<file path="config.mk">
export PLATFORM = sky130hd
export DESIGN_NAME = checksum_frame_ctrl
export DESIGN_NICKNAME = d
export VERILOG_FILES = /design/src/rtl/checksum_pkg.sv /design/src/rtl/checksum_frame_ctrl.sv
export SDC_FILE = /design/constraint.sdc
export NUM_CORES = 1
export LEC_CHECK = 0
export CAP_MARGIN = 20
export CORE_MARGIN = 2
export CORE_UTILIZATION = 27
export CTS_CLUSTER_DIAMETER = 200
export CTS_CLUSTER_SIZE = 20
export DETAILED_ROUTE_END_ITERATION = 7
export PLACE_DENSITY_LB_ADDON = 0.2
export SYNTH_ARGS = -nofsm -noshare
export SYNTH_HDL_FRONTEND = slang
export SYNTH_SLANG_ARGS = --single-unit
</file>
<file path="constraint.sdc">
create_clock -name i_clk -period 6.1 [get_ports i_clk]
set_input_delay 1.22 -clock i_clk [delete_from_list [all_inputs] [get_ports i_clk]]
set_output_delay 1.22 -clock i_clk [all_outputs]
set_load 0.005 [all_outputs]
</file>
<file path="src/rtl/checksum_pkg.sv">
// ============================================================================
// Module : checksum_pkg
// Brief  : Shared state encoding and mode constants for the checksum frame sequencer.
// Rev    : 1.0 - initial release
// ============================================================================
`default_nettype none

package checksum_pkg;

  typedef enum logic [2:0] {
    CLR      = 3'd0,
    IDLE     = 3'd1,
    ACCUM    = 3'd2,
    CALC     = 3'd3,
    WAIT_RDY = 3'd4,
    APPEND   = 3'd5,
    RESULT   = 3'd6
  } state_t;

  localparam logic MODE_GEN = 1'b0;
  localparam logic MODE_VER = 1'b1;

endpackage

`default_nettype wire

</file>
<file path="src/rtl/checksum_frame_ctrl.sv">
// ============================================================================
// Module : checksum_frame_ctrl
// Brief  : Inline frame sequencer for checksum_core: streams words, appends or checks the sum.
// Rev    : 1.0 - initial release
// ============================================================================
`default_nettype none

module checksum_frame_ctrl
  import checksum_pkg::*;
#(
  parameter int p_WORD_LEN  = 8,
  parameter int p_MAX_WORDS = 255,
  parameter int p_TIMEOUT   = 16
) (
  input  logic                  i_clk,
  input  logic                  i_reset,
  input  logic                  i_mode,
  input  logic [p_WORD_LEN-1:0] i_in_data,
  input  logic                  i_in_valid,
  input  logic                  i_in_last,
  output logic                  o_in_rdy,
  output logic [p_WORD_LEN-1:0] o_out_data,
  output logic                  o_out_valid,
  output logic                  o_out_last,
  input  logic                  i_out_rdy,
  output logic                  o_core_rst,
  output logic                  o_core_en,
  output logic [p_WORD_LEN-1:0] o_core_data,
  output logic                  o_core_calc,
  input  logic [p_WORD_LEN-1:0] i_core_sum,
  input  logic                  i_core_rdy,
  output logic                  o_pass,
  output logic                  o_fail,
  output logic                  o_err
);

  localparam int c_CNT_W = $clog2(p_MAX_WORDS + 2);
  localparam int c_TMO_W = $clog2(p_TIMEOUT + 1);
  localparam logic [c_CNT_W-1:0] c_CNT_MAX = c_CNT_W'(p_MAX_WORDS);
  localparam logic [c_TMO_W-1:0] c_TMO_MAX = c_TMO_W'(p_TIMEOUT);

  state_t                r_state;
  state_t                w_next;
  logic [c_CNT_W-1:0]    r_cnt;
  logic [c_TMO_W-1:0]    r_tmo;
  logic                  r_mode;
  logic [p_WORD_LEN-1:0] r_sum;
  logic                  w_xfer;
  logic                  w_mode_eff;
  logic                  w_over;
  logic                  w_tmo_hit;

  // The first word of a frame has not latched its mode yet, so use the live input.
  assign w_mode_eff = (r_state == IDLE) ? i_mode : r_mode;
  assign w_over     = (r_cnt >= c_CNT_MAX);
  assign w_tmo_hit  = (r_tmo == c_TMO_MAX);

  always_ff @(posedge i_clk or negedge i_reset) begin
    if (!i_reset) begin
      r_state <= CLR;
      r_cnt   <= '0;
      r_tmo   <= '0;
      r_mode  <= MODE_GEN;
      r_sum   <= '0;
    end else begin
      r_state <= w_next;
      case (r_state)
        CLR: begin
          r_cnt <= '0;
          r_tmo <= '0;
        end
        IDLE, ACCUM: begin
          if (w_xfer) begin
            r_cnt <= r_cnt + c_CNT_W'(1);
            if (r_state == IDLE) r_mode <= i_mode;
          end
        end
        WAIT_RDY: begin
          if (i_core_rdy) r_sum <= i_core_sum;
          else if (!w_tmo_hit) r_tmo <= r_tmo + c_TMO_W'(1);
        end
        default: ;
      endcase
    end
  end

  always_comb begin
    w_next      = r_state;
    w_xfer      = 1'b0;
    o_in_rdy    = 1'b0;
    o_out_data  = '0;
    o_out_valid = 1'b0;
    o_out_last  = 1'b0;
    o_core_rst  = 1'b0;
    o_core_en   = 1'b0;
    o_core_data = '0;
    o_core_calc = 1'b0;
    o_pass      = 1'b0;
    o_fail      = 1'b0;
    o_err       = 1'b0;
    case (r_state)
      CLR: begin
        o_core_rst = 1'b1;
        w_next     = IDLE;
      end
      IDLE, ACCUM: begin
        o_out_data  = i_in_data;
        o_out_valid = i_in_valid;
        o_in_rdy    = i_out_rdy;
        // In generate mode the appended checksum carries last instead.
        o_out_last  = (w_mode_eff == MODE_VER) && i_in_last;
        w_xfer      = i_in_valid && i_out_rdy;
        if (w_xfer) begin
          o_core_en   = 1'b1;
          o_core_data = i_in_data;
          if (i_in_last) begin
            w_next = CALC;
          end else if (w_over) begin
            o_err  = 1'b1;
            w_next = CLR;
          end else begin
            w_next = ACCUM;
          end
        end
      end
      CALC: begin
        o_core_calc = 1'b1;
        w_next      = WAIT_RDY;
      end
      WAIT_RDY: begin
        if (i_core_rdy) begin
          w_next = (r_mode == MODE_GEN) ? APPEND : RESULT;
        end else if (w_tmo_hit) begin
          o_err  = 1'b1;
          w_next = CLR;
        end
      end
      APPEND: begin
        o_out_data  = r_sum;
        o_out_valid = 1'b1;
        o_out_last  = 1'b1;
        if (i_out_rdy) w_next = CLR;
      end
      RESULT: begin
        o_pass = (r_sum == '0);
        o_fail = (r_sum != '0);
        w_next = CLR;
      end
      default: w_next = CLR;
    endcase
  end

endmodule

`default_nettype wire

</file>
# ---- Word level (Yosys, flattened, before mapping)
# Cells that the tools add are included.
# W data, S select, Z words.
dict set report classes {
  addsub 2
  order_cmp 1
  n_eq_ne 13
  muxes 33
  n_reduce_logical 13
}
# op count
set op_table {}
lappend op_table {{$pmux W9 S2} 1}
lappend op_table {{$mux W8} 2}
lappend op_table {{$pmux W8 S2} 1}
lappend op_table {{$pmux W3 S5} 1}
lappend op_table {{$mux W1} 14}
lappend op_table {{$mux W3} 4}
lappend op_table {{$mux W5} 2}
lappend op_table {{$ne A2 B2 Y1 const B} 5}
lappend op_table {{$pmux W5 S2} 1}
lappend op_table {{$add A9 B1 Y9 const B} 1}
lappend op_table {{$eq A3 B3 Y1 const B} 3}
lappend op_table {{$ge A9 B8 Y1 const B} 1}
lappend op_table {{$mux W9} 1}
lappend op_table {{$logic_not A8 Y1} 1}
lappend op_table {{$reduce_bool A8 Y1} 1}
lappend op_table {{$eq A3 B2 Y1 const B} 2}
lappend op_table {{$mux W2} 3}
lappend op_table {{$pmux W1 S2} 3}
lappend op_table {{$reduce_and A2 Y1} 3}
lappend op_table {{$reduce_and A3 Y1} 2}
lappend op_table {{$add A5 B1 Y5 const B} 1}
lappend op_table {{$eq A5 B5 Y1 const B} 1}
lappend op_table {{$reduce_bool A2 Y1} 2}
lappend op_table {{$eq A3 B1 Y1 const B} 1}
lappend op_table {{other kinds (4)} 5}
dict set report word_totals {
  register_bits 26
  input_bits 23
  output_inout_bits 25
  word_cells 67
}

# ---- Longest topological paths before layout
# Gate-level depths: netlist (run 1).
dict set report logic_depth {
  depth_word 5
  mapped_depth 7
  mapped_depth_nobuf 7
}

# ---- Worst setup path before layout (run 1)
# Ideal clock, no wire load.
dict set report synth_timing {
  kind {in2out}
  startpoint {input i_out_rdy}
  endpoint {output o_core_data[1]}
  arrival_ns 1.892
  t_required_ns 4.880
  path_slack_ns 2.988
  cell_stages 4
  path_buffers 1
  path_cell_list {nand2_1 -> nor3_2 -> buf_2 -> and2_1}
}
dict set report synth_via {
  elab_chain_cells 3
}
# item line
set synth_lines {}
lappend synth_lines {{start, declared} checksum_frame_ctrl.sv:25} ;# input logic i_out_rdy,
lappend synth_lines {{$logic_and A1 B1 Y1} checksum_frame_ctrl.sv:112} ;# w_xfer = i_in_valid && i_out_rdy;
lappend synth_lines {{$mux W8} checksum_frame_ctrl.sv:113} ;# if (w_xfer) begin
lappend synth_lines {{$mux W8} checksum_frame_ctrl.sv:101} ;# case (r_state)
lappend synth_lines {{end, declared} checksum_frame_ctrl.sv:28} ;# output logic [p_WORD_LEN-1:0] o_core_data,
# No other way between the ends.

# ---- Worst setup path after layout (run 1)
dict set report layout_timing {
  startpoint {input i_in_valid}
  endpoint {output o_err}
}
dict set report layout_via {
  elab_chain_cells 3
}
# item line
set layout_lines {}
lappend layout_lines {{start, declared} checksum_frame_ctrl.sv:19} ;# input logic i_in_valid,
lappend layout_lines {{$logic_and A1 B1 Y1} checksum_frame_ctrl.sv:112}
lappend layout_lines {{$mux W1} checksum_frame_ctrl.sv:113}
lappend layout_lines {{$pmux W1 S2} checksum_frame_ctrl.sv:101}
lappend layout_lines {{end, declared} checksum_frame_ctrl.sv:34} ;# output logic o_err
# No other way between the ends.

==> results of run 1 <==
-- per-layer routing --
layer / GRT usage [%] / routed length [µm] / vias to the layer above
met5: 0 / 0 / -
met4: 4.426 / 49 / 0
met3: 5.217 / 424 / 4
met2: 20.73 / 1783 / 51
met1: 18.54 / 2047 / 707
li1: - / - / 741
-- how the worst max path moves through the flow --
| stage | cells past startpoint | endpoint | startpoint |
|---|---|---|---|
| 5_1_grt | 5 | o_err | i_in_valid |
| 6_report | 5 | o_err | i_in_valid |
| 3_5_place_dp | 5 | o_err | i_out_rdy |
| 2_1_floorplan | 4 | o_core_data[1] | i_out_rdy |
| 3_3_place_gp | 5 | o_err | i_out_rdy |
| 4_1_cts | 5 | o_err | i_in_valid |
-- worst reg2reg max path, delay by kind of cell (launching register included) --
kind	cells	cell delay, ps
and+or+nand+nor	1	540
DFF	1	880
buffers and inverters	1	510
muxes	1	390
-- cell type report --
class                   count  area [µm²]
clock buffers               3       41.29
inverters                   7       26.28
well taps                  75       93.84
multi-input cells         134       935.9
flip-flops and latches     26       650.6
fillers                   606        3730
repair buffers             48       478.0
-- power by group --
group	switching (mW)	internal, mW
clock network	0.0548	0.0443
registers	0.0740	0.223
logic	0.196	0.220
-- cells in the mapped netlist (all sizes together) (3+ instances only) --
master,instances,area [µm²]
or4,4,30.03
nand3,5,25.02
nor4,3,18.77
dfrtp,26,650.6
and2,10,62.56
ha,4,50.05
o31ai,4,30.03
nor2,14,60.06
a22o,10,87.58
buf,6,48.79
nand2,15,56.30
mux2i,3,30.03
and3,3,18.77
inv,6,22.52
a21oi,9,45.04
o21ai,10,50.05
nor3,3,31.28
mux2,9,101.4
-- through the flow --
| step | worst slack (ps) | hold WS (ps) |
|---|---|---|
| detailed placement | 1458 | 508.0 |
| global placement | 1523 | 507.3 |
| floorplan | 2988 | 481.6 |
| finish | 1466 | 515.3 |
| global route | 1270 | 549.7 |
| CTS | 1448 | 522.1 |
-- flip-flops by register name, summed over array words and instances, names as in the netlist --
signal and flops:
r_cnt 9, r_sum 8, r_tmo 5, r_state 3, r_mode 1
-- logic make-up after synthesis --
kind of cell / after synthesis / synth area share [%]
AO/OA/AOI/OAI: 47 / 20.54
adder cells (fa/ha/maj): 4 / 2.999
XOR/XNOR: 2 / 1.050
AND/OR/NAND/NOR: 69 / 23.61
multiplexers: 12 / 7.871
flip-flops: 26 / 38.98
buffers and inverters: 15 / 4.947
-- cell usage in the layout, fill, tap and decap left out, types with 2 or more instances in the layout --
cell,synthesis,final
mux2i_1,3,3
ha_1,4,4
clkdlybuf4s50_1,0,47
a22o_1,10,10
o21ai_0,10,10
mux2_2,9,9
a21o_1,2,2
nor4_1,3,3
a21boi_0,2,2
inv_1,6,6
clkbuf_8,0,3
or4_1,4,4
and2_1,10,10
nor3b_1,2,2
xnor2_1,2,2
and3_1,3,3
dfrtp_1,26,26
o31ai_1,4,4
a21oi_1,9,9
nand3_1,5,5
nor2_1,13,13
nand2_1,15,15
==> impl_metrics.tcl, run 1 <==
set metrics [dict create \
    status "finished clean" \
    drcViolationCount 0 \
    chipWidth_um 82.63 \
    grt_pass1_wl_um 7203 \
    slew_violations 0 \
    drt_pre_antenna_iters 4 \
    grt_max_degree 28 \
    wl_um 4305 \
    core-area_um2 5956 \
    hp-class "reg -> reg" \
    dieArea_um2 6827 \
    slew_headroom_pct 41.74 \
    crit_buf_inv 2 \
    holdPathEnd "r_cnt[0]" \
    hold_path_depth 1 \
    cp_slowest_cell "nor3_2" \
    r2r-end "r_sum[4]" \
    drive_gt1_share_pct 8.716 \
    async_flop_share_pct 100.0 \
    synth_edf_count 0 \
    placedCellCount 290 \
    worst_pin_slew_ps 869.2 \
    yosys_most_used_dff "dfrtp_1" \
    fin_util_pct 37.37 \
    layout.cells.non_filler 293 \
    slowest_delay_ps 690 \
    netlist_area_um2 1669 \
    area.growth.synth_to_final_pct 33.36 \
    vias_per_cell 5.130 \
    power.density_nw_per_um2 365.0 \
    syn_area_per_cell_um2 9.538 \
    ys_seq_area_share_pct 38.98 \
    netlist_instances 175 \
    routedWlPerCell_um 14.69 \
    ir_drop_mv 0.1361 \
    critPathTopFamily "buffers and inverters" \
    regToRegSetupSlack_ps 3680 \
    rows 28 \
    reg2reg_depth 3 \
    post-dp-hpwl_um 3181 \
    worstPathRequired_ps 4880 \
    path_cells "clkdlybuf4s50_1 > nand2_1 > nor3_2 > a32o_1 > clkdlybuf4s50_1" \
    total_leakage_power_nw 0.9078 \
    cts_hold_buf 0 \
    clk_pin_slew_worst_paths_ps 90 \
    worstSetupPathType "in -> out" \
    synth_cell_types 48 \
    routed-via-count 1503 \
    fmax_mhz 215.8 \
    cts.repair.resized 0 \
    clk_latency_ps 270 \
    drv_cap 0 \
    yosys_warnings 0 \
    r2r_start "r_state[2]" \
    die_h_um 82.63 \
    rsz0062_at_grt "false" \
    clockBufferDepth 2 \
    gr-total-overflow 0 \
    syn_nets 202 \
    gp_congestion 0.7697 \
    finalWorstPathRequiredPeriod_ps 4634 \
    fin_area_um2 2226 \
    clock_sinks 26 \
    fin_nets 247 \
    fin_total_pwr_mw 0.8124 \
    ys_ff_latch 26 \
    post_cts_buffers 0 \
    min_from "r_cnt[0]" \
    portBuffers 47 \
    root_buffer "clkbuf_8" \
    globalRouteTotalUtil_pct 13.88 \
    num_io_pins 48 \
    antenna_cells 0 \
    htree_levels 1 \
    drtAntennaViolNets 0 \
    path_common_cell "clkdlybuf4s50_1" \
    fin_skew_ps 2.197 \
    post-route-period-util_pct 75.97 \
    setup.worst_path.end_class "output pin" \
    arrival_ps 3410 \
    crit_fanout 14 \
    finalSetupViolCount 0 \
    final-hold-violation-count 0 \
    grt_pass1_vias 1473 \
    start_util_pct 28.03 \
    place_area_um2 2185 \
    tritoncts "built" \
    antenna_found_initial 0 \
    numCtsBuffers 3 \
    drt_iter0_drc 95 \
    final.setup.tns_ps 0 \
    start_kind "primary input" \
]
No activity file was read; power rests on OpenSTA's default activity.
==> inputs of run 2 (changes only) <==
Clock period 6.1 ns to 3.71 ns, I/O delays scaled along.
==> run 2 against run 1 <==
Sequential share of layout area down 0.20 points. Critical path type unchanged. Largest cell class unchanged. Sequential cell count unchanged. Core utilization up 0.25 points. Largest power group unchanged. Routed wire length about the same. Worst hold slack better by 6.7 ps. Non-clock buffer count up 2. First-iteration DRC count down 28%.
==> impl_metrics.tcl, run 2 (synthesis gave the netlist of run 1 again) <==
set metrics [dict create \
    routedWlPerCell_um 14.59 \
    core-area_um2 5956 \
    final-hold-violation-count 0 \
    final.setup.tns_ps 0 \
    vias_per_cell 4.966 \
    slew_headroom_pct 49.36 \
    drcViolationCount 0 \
    finalSetupViolCount 0 \
    clk_pin_slew_worst_paths_ps 90 \
    arrival_ps 2490 \
    setup.worst_path.end_class "output pin" \
    routed-via-count 1465 \
    clk_latency_ps 270 \
    antenna_cells 0 \
    post_cts_buffers 0 \
    clockPowerShare_pct 12.0 \
    drive_gt1_share_pct 9.545 \
    power_frac_comb_pct 53.2 \
    cp_slowest_cell "clkdlybuf4s50_1" \
    total_leakage_power_nw 0.9184 \
    critPathTopFamily "buffers and inverters" \
    drv_cap 0 \
    largest_reg_flops 9 \
    reg2reg_depth 7 \
    fin_skew_ps 3.423 \
    fillers 646 \
    fin_nets 249 \
    path_depth 6 \
    drt_iter0_drc 68 \
    reg_top3 "r_cnt x9, r_sum x8, r_tmo x5" \
    die_h_um 82.63 \
    tritoncts "built" \
    post-route-period-util_pct 87.18 \
    top_register "r_cnt" \
    mostFrequentLayoutCell "clkdlybuf4s50_1" \
    gr-total-overflow 0 \
    numCtsBuffers 3 \
    fmax_mhz 309.2 \
    finalWorstPathRequiredPeriod_ps 3234 \
    antenna_found_initial 0 \
    regToRegSetupSlack_ps 1820 \
    worstPathRequired_ps 2970 \
    worst_pin_slew_ps 756.8 \
    worstSetupPathType "in -> out" \
    portBuffers 47 \
    switchingPower_mw 0.5344 \
    clock_sinks 26 \
    post-dp-hpwl_um 3229 \
    htree_levels 1 \
    area.growth.synth_to_final_pct 34.26 \
    root_buffer "clkbuf_8" \
    path_common_cell "clkdlybuf4s50_1" \
    crit_end "o_err" \
    startpoint "i_in_valid" \
    slew_violations 0 \
    chipWidth_um 82.63 \
    cts.repair.resized 0 \
    grt_pass1_vias 1555 \
    crit_fanout 14 \
    p_seq_share_pct 34.9 \
    grt_pass1_wl_um 7610 \
    drtAntennaViolNets 0 \
    num_io_pins 48 \
    start_kind "primary input" \
    power.density_nw_per_um2 599.6 \
    path_cells "clkdlybuf4s50_1 > nand2_1 > nor3_2 > buf_4 > a32o_1 > clkdlybuf4s50_1" \
    rsz0062_at_grt "false" \
    hp-class "reg -> reg" \
    drt_pre_antenna_iters 4 \
    status "finished clean" \
    crit_buf_inv 3 \
    globalRouteTotalUtil_pct 14.46 \
    grt_max_degree 27 \
    layout.cells.non_filler 295 \
    intPower_mw 0.8092 \
    placedCellCount 292 \
    r2r_start "r_cnt[0]" \
    sw_frac_of_total_pct 39.77 \
    ir_drop_mv 0.2444 \
    slowest_delay_ps 580 \
    rows 28 \
    cts_hold_buf 0 \
    start_util_pct 28.03 \
    gp_congestion 0.7488 \
    dieArea_um2 6827 \
    clockBufferDepth 2 \
    final_cell_mix "clkdlybuf4s50_1 (47), dfrtp_1 (26), nand2_1 (15), nor2_1 (13)" \
    r2r-end "r_state[1]" \
    wl_um 4304 \
]
[run 2: final cells by class]
type | count | area [µm²] | share of cell area [%]
repair buffers | 50 | 493.0 | 22.00
clock buffers | 3 | 41.29 | 1.843
inverters | 7 | 26.28 | 1.173
multi-input cells | 134 | 935.9 | 41.76
flip-flops and latches | 26 | 650.6 | 29.03
well taps | 75 | 93.84 | 4.188
[run 2: power by group through the flow]
stage	registers [mW]	logic, mW	clock network, mW
after floorplan	0.422	0.480	0
after global placement	0.474	0.728	0
after detailed placement	0.474	0.718	0
after CTS	0.470	0.724	0.171
after global routing	0.487	0.803	0.183
final	0.469	0.714	0.161
[run 2: metal layers]
metal | share of wire, % | vias to the layer above | GRT usage, % | routed length (µm)
met3 | 8.8 | 2 | 5.109 | 379
met5 | 0 | - | 0 | 0
met4 | 0.79 | 0 | 3.934 | 34
met1 | 50 | 679 | 20.95 | 2161
met2 | 40 | 43 | 20.16 | 1728
li1 | - | 741 | - | -
[run 2: metrics by stage]
stage | hold WS [ps] | setup slack (ps) | power (mW) | area [µm²] | util (%)
3_3_place_gp | 507.8 | 487.4 | 1.203 | 2200 | 36.93
6_report | 522.0 | 475.8 | 1.344 | 2241 | 37.63
4_1_cts | 524.9 | 437.4 | 1.365 | 2241 | 37.63
2_1_floorplan | 446.4 | 1402 | 0.9016 | 1669 | -
5_1_grt | 561.5 | 301.4 | 1.473 | 2241 | 37.63
3_5_place_dp | 511.2 | 445.0 | 1.192 | 2200 | 36.93
[run 2: worst min path at each step]
stage                  start  endpoint  cells past startpoint
floorplan            i_reset  r_cnt[0]                      0
global placement    r_cnt[0]  r_cnt[0]                      1
detailed placement  r_cnt[0]  r_cnt[0]                      1
CTS                 r_cnt[0]  r_cnt[0]                      1
global route        r_tmo[0]  r_tmo[0]                      1
finish              r_cnt[0]  r_cnt[0]                      1
==> inputs of run 3 (changes only) <==
Settings changed: ABC_CLOCK_PERIOD_IN_PS from default to 3710.
==> results of run 3 <==
The final DEF is identical to that of run 2; final timing and power are the same.
==> variant, RTL diff (config.mk and constraints of run 2) <==
`p_MAX_WORDS`: 255 -> 510.
--- a/src/rtl/checksum_frame_ctrl.sv
+++ b/src/rtl/checksum_frame_ctrl.sv
@@ -10,5 +10,5 @@
 #(
   parameter int p_WORD_LEN  = 8,
-  parameter int p_MAX_WORDS = 255,
+  parameter int p_MAX_WORDS = 510,
   parameter int p_TIMEOUT   = 16
 ) (
Formal check against the unedited RTL: no difference found for any inputs over 10 cycles, from zero or initial values and one cycle with i_reset low; that may be too few to reach the edited logic, so the function may still have changed.
==> variant against run 2 <==
- cell count up 7.8%
- power down 2.6%
- sequential cell count unchanged
- maximum frequency down 1.7%
- via count up 7.0%
- global-route usage down 1.6 points
- synthesized area up 3.6%
- design area up 5.2%
- worst setup slack worse by 55 ps
- wire length up 2.7%
- hold slack worse by 10 ps
- critical path type unchanged
==> variant: results (changes against run 2) <==
Outcome
  – Status: finished clean (unchanged)

Route
  – DR WL met2: 1.87 mm (was 1.73 mm)
  – Total routed wirelength: 4.42 mm (was 4.30 mm)
  – Drt initial violations: 45 (was 68)
  – TritonRoute pass-1 iters: 4 (unchanged)
  – Mean number of vias per cell: 4.93 (was 4.97)
  – Wire length on met1: 2.32 mm (was 2.16 mm)
  – Routed met3 length: 211 um (was 379 um)

Layout
  – Filler cells: 653 (was 646)
  – #MultiIn Comb: 149 (was 134)
  – NonClk Buf Share: 22.2% (was 22.0%)
  – Nonclk buf count: 54 (was 50)
  – Seq/total area: 27.6% (was 29.0%)
  – Clock-cell share of area: 2.33% (was 1.84%)
  – Design Area, Final: 2360 um^2 (was 2240 um^2)
  – Seq cells: 26 (unchanged)
  – Non-clk invs: 8 (was 7)
  – Clock buffers: 4 (was 3)
  – Share of cells above drive strength 1: 10.4% (was 9.55%)
  – Multi-input logic area: 1000 um^2 (was 936 um^2)
  – Post-Layout Cell Count: 318 (was 295)
  – Final #Nets: 269 (was 249)
  – Final Util: 37.6% (about the same)

Setup path
  – Worst R2R End: r_sum[1] (was r_state[1])
  – WP data arrival: 2550 ps (was 2490 ps)
  – Biggest cell delay along the critical path: 500 ps (was 580 ps)
  – Crit Path Max Fanout: 4 (was 14)
  – Reg-to-Reg Start: r_state[1] (was r_cnt[0])
  – CP Launch Point: i_in_last (was i_in_valid)
  – Worst R2R Path Depth: 3 (was 7)
  – Flop2flop setup slack: 1840 ps (was 1820 ps)

Synthesis
  – Post-Syn Nets: 221 (was 202)
  – Syn_area_per_cell: 8.91 um^2 (was 9.54 um^2)
  – Synth area leaders: dfrtp_1 38%, mux2i_1 7.5%, mux2_2 5.9% (was dfrtp_1 39%, mux2_2 6.1%, a22o_1 5.2%)
  – Register area share after synthesis: 37.6% (was 39.0%)
  – Post-synth cell types: 42 (was 48)

Power and ir drop
  – Pwr per Cell Area: 555 nW/um^2 (was 600 nW/um^2)
  – Peak VDD IR: 0.000256 V (was 0.000244 V)
  – Clock share of power: 14.5% (was 12.0%)
  – Sw Ratio: 37.9% (was 39.8%)
  – Leakage: 0.953 nW (was 0.918 nW)

Place
  – Pre-CTS WS: 411 ps (was 445 ps)
  – Placed cell count: 314 (was 292)

GRT
  – GRT met3 Usage: 3.07% (was 5.11%)
  – Global routing usage on met1: 19.4% (was 21.0%)
  – M2 GR Usage: 18.1% (was 20.2%)
  – Tot GR Track Use: 12.8% (was 14.5%)

Clock tree
  – Post-CTS Hold Buffers: 0 (unchanged)

STA
  – Clk_skew: 6.47 ps (was 3.42 ps)
  – Worst-Margin Slew: 497 ps (was 757 ps)
  – Minimum clock period: 3290 ps (was 3230 ps)
[variant: worst min path at each step]
| stage | start | endpoint | slack, ps | depth (start not counted) |
|---|---|---|---|---|
| 2_1_floorplan | i_reset | r_cnt[0] | 450 | 0 |
| 3_3_place_gp | r_cnt[5] | r_cnt[5] | 500 | 1 |
| 3_5_place_dp | r_cnt[5] | r_cnt[5] | 500 | 1 |
| 4_1_cts | r_cnt[5] | r_cnt[5] | 520 | 1 |
| 5_1_grt | r_cnt[7] | r_cnt[7] | 550 | 1 |
| 6_report | r_cnt[5] | r_cnt[5] | 510 | 1 |
[variant: cells by family (layout without fill, tap and decap cells)]
kind of cell | after synthesis | count (layout) | share of synthesized area [%]
AOI/OAI and AO/OA | 44 | 44 | 16.1
and+or+nand+nor | 75 | 75 | 23.4
DFF | 26 | 26 | 37.6
xor gates and xnor gates | 2 | 2 | 1.01
adders and majority gates | 6 | 6 | 4.12
muxes | 22 | 22 | 13.4
buffers and inverters | 19 | 66 | 4.34
